--- src/rtl/matrix_pkg.sv ---
// Shared types and default sizes for the matrix store/load blocks.
// Optional checksum output is enabled by defining MATRIX_STORE_CHECKSUM_EN.
package matrix_pkg;
    localparam int DEF_DIM    = 8;
    localparam int DEF_DATA_W = 8;
    localparam int DEF_ADDR_W = $clog2(DEF_DIM * DEF_DIM);

    typedef logic [DEF_DATA_W-1:0] elem_t;
    typedef elem_t [0:DEF_DIM-1][0:DEF_DIM-1] matrix_t;

    typedef enum logic [1:0] {
        IDLE  = 2'd0,
        WRITE = 2'd1,
        DONE  = 2'd2
    } store_state_e;
endpackage

--- src/rtl/matrix_ram.sv ---
// DIM*DIM x DATA_W RAM: one synchronous write port, one registered read port.
// A read of the address being written in the same cycle returns the old word.
module matrix_ram #(
    parameter int DEPTH  = 64,
    parameter int DATA_W = 8,
    parameter int ADDR_W = 6
) (
    input  logic              clk,
    input  logic              rst_n,
    input  logic              i_we,
    input  logic [ADDR_W-1:0] i_waddr,
    input  logic [DATA_W-1:0] i_wdata,
    input  logic [ADDR_W-1:0] i_raddr,
    output logic [DATA_W-1:0] o_rdata
);
    logic [DATA_W-1:0] r_mem [0:DEPTH-1];
    logic [DATA_W-1:0] r_rdata;

    // Contents are deliberately left unreset so a reset mid-store keeps partial data.
    always_ff @(posedge clk) begin
        if (i_we) begin
            r_mem[i_waddr] <= i_wdata;
        end
    end

    always_ff @(posedge clk or negedge rst_n) begin
        if (!rst_n) begin
            r_rdata <= '0;
        end else begin
            r_rdata <= r_mem[i_raddr];
        end
    end

    assign o_rdata = r_rdata;
endmodule

--- src/rtl/matrix_store.sv ---
// Snapshots a DIM x DIM matrix on start and writes it row-major into matrix_ram.
// Defining MATRIX_STORE_CHECKSUM_EN adds a running sum of the written elements.
module matrix_store
    import matrix_pkg::*;
#(
    parameter  int DIM    = DEF_DIM,
    parameter  int DATA_W = DEF_DATA_W,
    localparam int ADDR_W = $clog2(DIM * DIM)
) (
    input  logic                     clk,
    input  logic                     rst_n,
    input  logic                     start,
    input  logic [DATA_W-1:0]        matrix [0:DIM-1][0:DIM-1],
    output logic                     busy,
    output logic                     done,
    output logic                     wr_en,
    output logic [ADDR_W-1:0]        wr_addr,
    output logic [DATA_W-1:0]        wr_data,
    input  logic [ADDR_W-1:0]        rd_addr,
    output logic [DATA_W-1:0]        rd_data,
    output store_state_e             dbg_state
`ifdef MATRIX_STORE_CHECKSUM_EN
    ,
    output logic [DATA_W+ADDR_W-1:0] checksum
`endif
);
    localparam int CNT_W = (DIM > 1) ? $clog2(DIM) : 1;
    localparam logic [CNT_W-1:0] LAST_IDX = CNT_W'(DIM - 1);

    store_state_e      r_state;
    logic [CNT_W-1:0]  r_row;
    logic [CNT_W-1:0]  r_col;
    logic              r_busy;
    logic              r_done;
    logic              r_wr_en;
    logic [ADDR_W-1:0] r_wr_addr;
    logic [DATA_W-1:0] r_wr_data;
    logic [DATA_W-1:0] r_shadow [0:DIM-1][0:DIM-1];

    logic              w_last;
    logic              w_accept;
    logic [CNT_W-1:0]  w_next_row;
    logic [CNT_W-1:0]  w_next_col;
    logic [ADDR_W-1:0] w_next_addr;

    // start is a level request with no acknowledge: it is accepted only in IDLE,
    // requests seen in WRITE/DONE are dropped, and a held start re-fires every IDLE cycle.
    assign w_accept = (r_state == IDLE) && start;

    always_comb begin
        w_last     = (r_row == LAST_IDX) && (r_col == LAST_IDX);
        w_next_row = r_row;
        w_next_col = r_col + CNT_W'(1);
        if (r_col == LAST_IDX) begin
            w_next_col = '0;
            w_next_row = r_row + CNT_W'(1);
        end
        w_next_addr = ADDR_W'(int'(w_next_row) * DIM + int'(w_next_col));
    end

    always_ff @(posedge clk) begin
        if (w_accept) begin
            r_shadow <= matrix;
        end
    end

`ifdef MATRIX_STORE_CHECKSUM_EN
    logic [DATA_W+ADDR_W-1:0] r_checksum;

    always_ff @(posedge clk or negedge rst_n) begin
        if (!rst_n) begin
            r_checksum <= '0;
        end else if (w_accept) begin
            r_checksum <= '0;
        end else if (r_wr_en) begin
            r_checksum <= r_checksum + (DATA_W+ADDR_W)'(r_wr_data);
        end
    end

    assign checksum = r_checksum;
`endif

    // wr_* are loaded one cycle ahead so each element is on the port during its write cycle.
    always_ff @(posedge clk or negedge rst_n) begin
        if (!rst_n) begin
            r_state   <= IDLE;
            r_row     <= '0;
            r_col     <= '0;
            r_busy    <= 1'b0;
            r_done    <= 1'b0;
            r_wr_en   <= 1'b0;
            r_wr_addr <= '0;
            r_wr_data <= '0;
        end else begin
            case (r_state)
                IDLE: begin
                    if (start) begin
                        r_state   <= WRITE;
                        r_busy    <= 1'b1;
                        r_row     <= '0;
                        r_col     <= '0;
                        r_wr_en   <= 1'b1;
                        r_wr_addr <= '0;
                        r_wr_data <= matrix[0][0];
                    end
                end
                WRITE: begin
                    if (w_last) begin
                        r_state   <= DONE;
                        r_done    <= 1'b1;
                        r_wr_en   <= 1'b0;
                        r_wr_addr <= '0;
                        r_wr_data <= '0;
                    end else begin
                        r_row     <= w_next_row;
                        r_col     <= w_next_col;
                        r_wr_addr <= w_next_addr;
                        r_wr_data <= r_shadow[w_next_row][w_next_col];
                    end
                end
                DONE: begin
                    r_state <= IDLE;
                    r_done  <= 1'b0;
                    r_busy  <= 1'b0;
                    r_row   <= '0;
                    r_col   <= '0;
                end
                default: begin
                    r_state <= IDLE;
                end
            endcase
        end
    end

    matrix_ram #(
        .DEPTH  (DIM * DIM),
        .DATA_W (DATA_W),
        .ADDR_W (ADDR_W)
    ) u_ram (
        .clk     (clk),
        .rst_n   (rst_n),
        .i_we    (r_wr_en),
        .i_waddr (r_wr_addr),
        .i_wdata (r_wr_data),
        .i_raddr (rd_addr),
        .o_rdata (rd_data)
    );

    assign busy      = r_busy;
    assign done      = r_done;
    assign wr_en     = r_wr_en;
    assign wr_addr   = r_wr_addr;
    assign wr_data   = r_wr_data;
    assign dbg_state = r_state;
endmodule

--- config.mk ---
export PLATFORM = sky130hd
export DESIGN_NAME = matrix_store
export DESIGN_NICKNAME = d
export VERILOG_FILES = /design/src/rtl/matrix_pkg.sv /design/src/rtl/matrix_ram.sv /design/src/rtl/matrix_store.sv
export SDC_FILE = /design/constraint.sdc
export NUM_CORES = 1
export LEC_CHECK = 0
export CAP_MARGIN = 0
export CORE_MARGIN = 1.5
export CORE_UTILIZATION = 45
export DETAILED_ROUTE_END_ITERATION = 8
export GPL_TIMING_DRIVEN = 0
export PLACE_DENSITY = 0.74
export SLEW_MARGIN = 0
export SYNTH_ARGS = -nofsm -noshare
export SYNTH_HDL_FRONTEND = slang
export SYNTH_HIERARCHICAL = 1
export SYNTH_SLANG_ARGS = --single-unit
--- constraint.sdc ---
create_clock -name clk -period 26 [get_ports clk]
set_clock_uncertainty 0.05 [all_clocks]
set_input_delay 7.8 -clock clk [delete_from_list [all_inputs] [get_ports clk]]
set_output_delay 7.8 -clock clk [all_outputs]
set_load 0.02 [all_outputs]
==> flow_summary.toml <==
[place]
placed_cells_incl_taps = 4313
place_hpwl_mm = 104
numPortBuffers = 543
gp_congestion = 0.954

[synth]
synth_cell_types = 75
synth_area_per_cell_sq_um = 17.7
synth-edff-count = 1024
synth_area_sq_um = 43800
synthCells = 2476
yosysTopAreaCellShare = 0.702
synth_largest_area_cell = "edfxtp_1"
yosysWarnings = 6
synth-seq-cells = 1057
synth.net_count = 3001
seq_area_frac_synth = 0.721
async_flop_share = 0.0312
synth-main-ff-cell = "edfxtp_1"
yosys-top-cells-area = "edfxtp_1 70%, mux2i_1 7.2%, mux4_2 6.8%"

[timing]
fmax_mhz = 96.4
worst_pin_slew_ps = 1350
fin_crit_ps = 10370
finalHoldViolCount = 0
rsz0062_at_grt = "no"
relSlewSlack = 0.0948
min_period_over_period = 0.399
slew_viol_final = 0
setup_viol = 0

[clock_network]
path_clk_slew_ps = 70
cts_resized = 0
cts_max_path_buffers = 3
postCtsHoldBufs = 0
htree_levels = 3
cts_tree = "yes"
clockRootBuffer = "clkbuf_16"
cts_sinks = 1057
clk_latency_ps = 720
post-cts-setup-buffer-count = 0
cts_made_buffers = 110

[cells_and_area]
finalNetCount = 3674
layout-drive-gt1-share = 0.152
stdcell_count = 4548
final_util = 0.570
syn2layout_area_growth_pct = 25.6
n_fill_cell = 7345

[routing]
vias = 27900
drc = 0
dr.pass1.iters = 6
antenna_left = 0
dr_wl_met3_mm = 14.4
routed_wl_mm = 142
wl_met1_mm = 50.9
vias_per_cell = 6.14
wire_per_inst_microns = 31.3
initialDrtViolationCount = 3874
dr_wl_met2_mm = 67.9
top_layer = "met5"

[floorplanning]
die-area_sq_um = 99300
pin_count = 548
die_x_microns = 315
core_sq_um = 96600
start_util = 0.454
die_height_microns = 315
rows = 114

[grt]
antenna_found_initial = 36
grt_pass1_vias = 27400
grt_pass1_wl_mm = 196
track_usage = 0.282
overflow = 0
grt_max_degree = 76

[setup_path]
crit_chain = "buf_16 -> clkdlybuf4s50_1"
critical_path.top_delay_family = "buffers and inverters"
cp_num_buf_inv = 2
cp.required_ps = 18150
start_kind = "flop"
worstSetupPathType = "reg2out"
slowest_delay_ps = 870
crit_arrival_ps = 2520
crit_path_max_fanout = 37
worstSetupEndpointType = "output port"
critPathSlowestCell = "dfrtp_2"

[pwr]
ir_worst_vdd_v = 0.0000825
p_leak_uw = 0.0180
p_per_area_nw_per_um2 = 94.1

[job]
cap_violations = 0

[min_path]
hp-class = "reg2reg"

[outcome]
status = "finished, final reports clean"
-- layer usage --
| layer | up-vias | GRT usage |
|---|---|---|
| li1 | 11600 | - |
| met1 | 14100 | 0.354 |
| met2 | 1907 | 0.454 |
| met3 | 360 | 0.0576 |
| met4 | 2 | 0.168 |
| met5 | - | 0 |
-- cells by family (layout without fill, tap and decap cells) --
| kind of cell | after synthesis | count (layout) | share of synthesized area |
|---|---|---|---|
| compound gates | 415 | 415 | 0.0682 |
| xor+xnor | 1 | 1 | 0.000200 |
| fa+ha+maj | 4 | 4 | 0.00114 |
| buf+inv | 165 | 929 | 0.0242 |
| flops | 1057 | 1057 | 0.721 |
| mux | 474 | 474 | 0.147 |
| other cells | 0 | 32 | 0 |
| simple gates | 360 | 360 | 0.0388 |
-- power breakdown --
group | leakage, uW | total, uW | internal (uW) | switching, uW
Sequential | 0.00969 | 2180 | 2090 | 88.9
Combinational | 0.00653 | 1410 | 514 | 891
Clock | 0.00176 | 1590 | 915 | 679
-- synth_stat cells, drive strengths merged (6+ instances only) --
cell type / n
edfxtp: 1024
mux2i: 317
o22ai: 161
nor2: 148
mux4: 133
buf: 123
nand2: 61
nor3: 43
a21oi: 41
a22oi: 40
a221oi: 37
clkbuf: 35
dfrtp: 33
nor2b: 28
o21ai: 27
nand3: 26
mux2: 24
o221ai: 21
a211oi: 14
nand2b: 12
nor4: 9
or3: 9
a222oi: 8
and2: 7
inv: 7
a22o: 6
o311ai: 6
-- placed cells by master, fill, tap and decap left out, types with 16 or more instances in the layout --
cell type / count
mux2_2: 24
clkbuf_1: 51
clkinv_1: 27
mux2i_1: 317
edfxtp_1: 1024
nand3_1: 25
a22oi_1: 39
nor2_1: 147
clkbuf_16: 111
o22ai_1: 161
nor3_1: 41
o21ai_0: 20
a21oi_1: 41
buf_2: 51
buf_4: 36
mux4_2: 133
clkdlybuf4s50_1: 542
dfrtp_1: 25
nor2b_1: 26
buf_6: 28
nand2_1: 59
a221oi_1: 29
clkinv_2: 16
o221ai_1: 21
diode_2: 32
-- worst min-delay path: cells and delay by family, from the launching register on --
kind	cells	cell delay, ps
simple gates	2	120
flops	1	360
-- through the flow --
stage               total power (uW)  TNS [ps]  hold slack, ps  worst slack (ps)  area [sq um]
floorplan                       2980         0             401              5110         43800
global placement                3560   -166090             430              -351         50900
detailed placement              3590         0             435             15000         51300
CTS                             5170         0             461             15600         54900
global route                    5320         0             505             15560         55000
finish                          5180         0             471             15630         55000
-- worst paths after layout --
check	start	end	slack, ps	depth (start not counted)
min in group asynchronous	rst_n	u_ram/o_rdata[7]$_DFF_PN0_	6890	1
min	r_col[1]$_DFFE_PN0P_	r_col[1]$_DFFE_PN0P_	470	2
max reg2reg	r_col[0]$_DFFE_PN0P_	wr_data[6]$_DFFE_PN0P_	22020	11
min reg2reg	r_col[1]$_DFFE_PN0P_	r_col[1]$_DFFE_PN0P_	470	2
max in group asynchronous	rst_n	wr_data[0]$_DFFE_PN0P_	18490	2
max	wr_data[2]$_DFFE_PN0P_	wr_data[2]	15630	2
-- state kept, by name, indices dropped and copies added (netlist names) --
signal         cells
busy               1
dbg_state          2
done               1
r_col              3
r_row              3
r_shadow         512
u_ram/o_rdata      8
u_ram/r_mem      512
wr_addr            6
wr_data            8
wr_en              1
-- final cells by class --
cell class / instances / area, sq um / share of cell area
clock buffers: 127 / 2840 / 0.0516
flip-flops and latches: 1057 / 31600 / 0.574
plain buffers: 158 / 1030 / 0.0188
well taps: 1276 / 1600 / 0.0290
multi-input cells: 1254 / 11200 / 0.203
repair buffers: 561 / 5850 / 0.106
clock inverters: 76 / 822 / 0.0149
inverters: 7 / 26.3 / 0.000477
diodes: 32 / 80.1 / 0.00146
No activity file was read; power rests on OpenSTA's default activity.
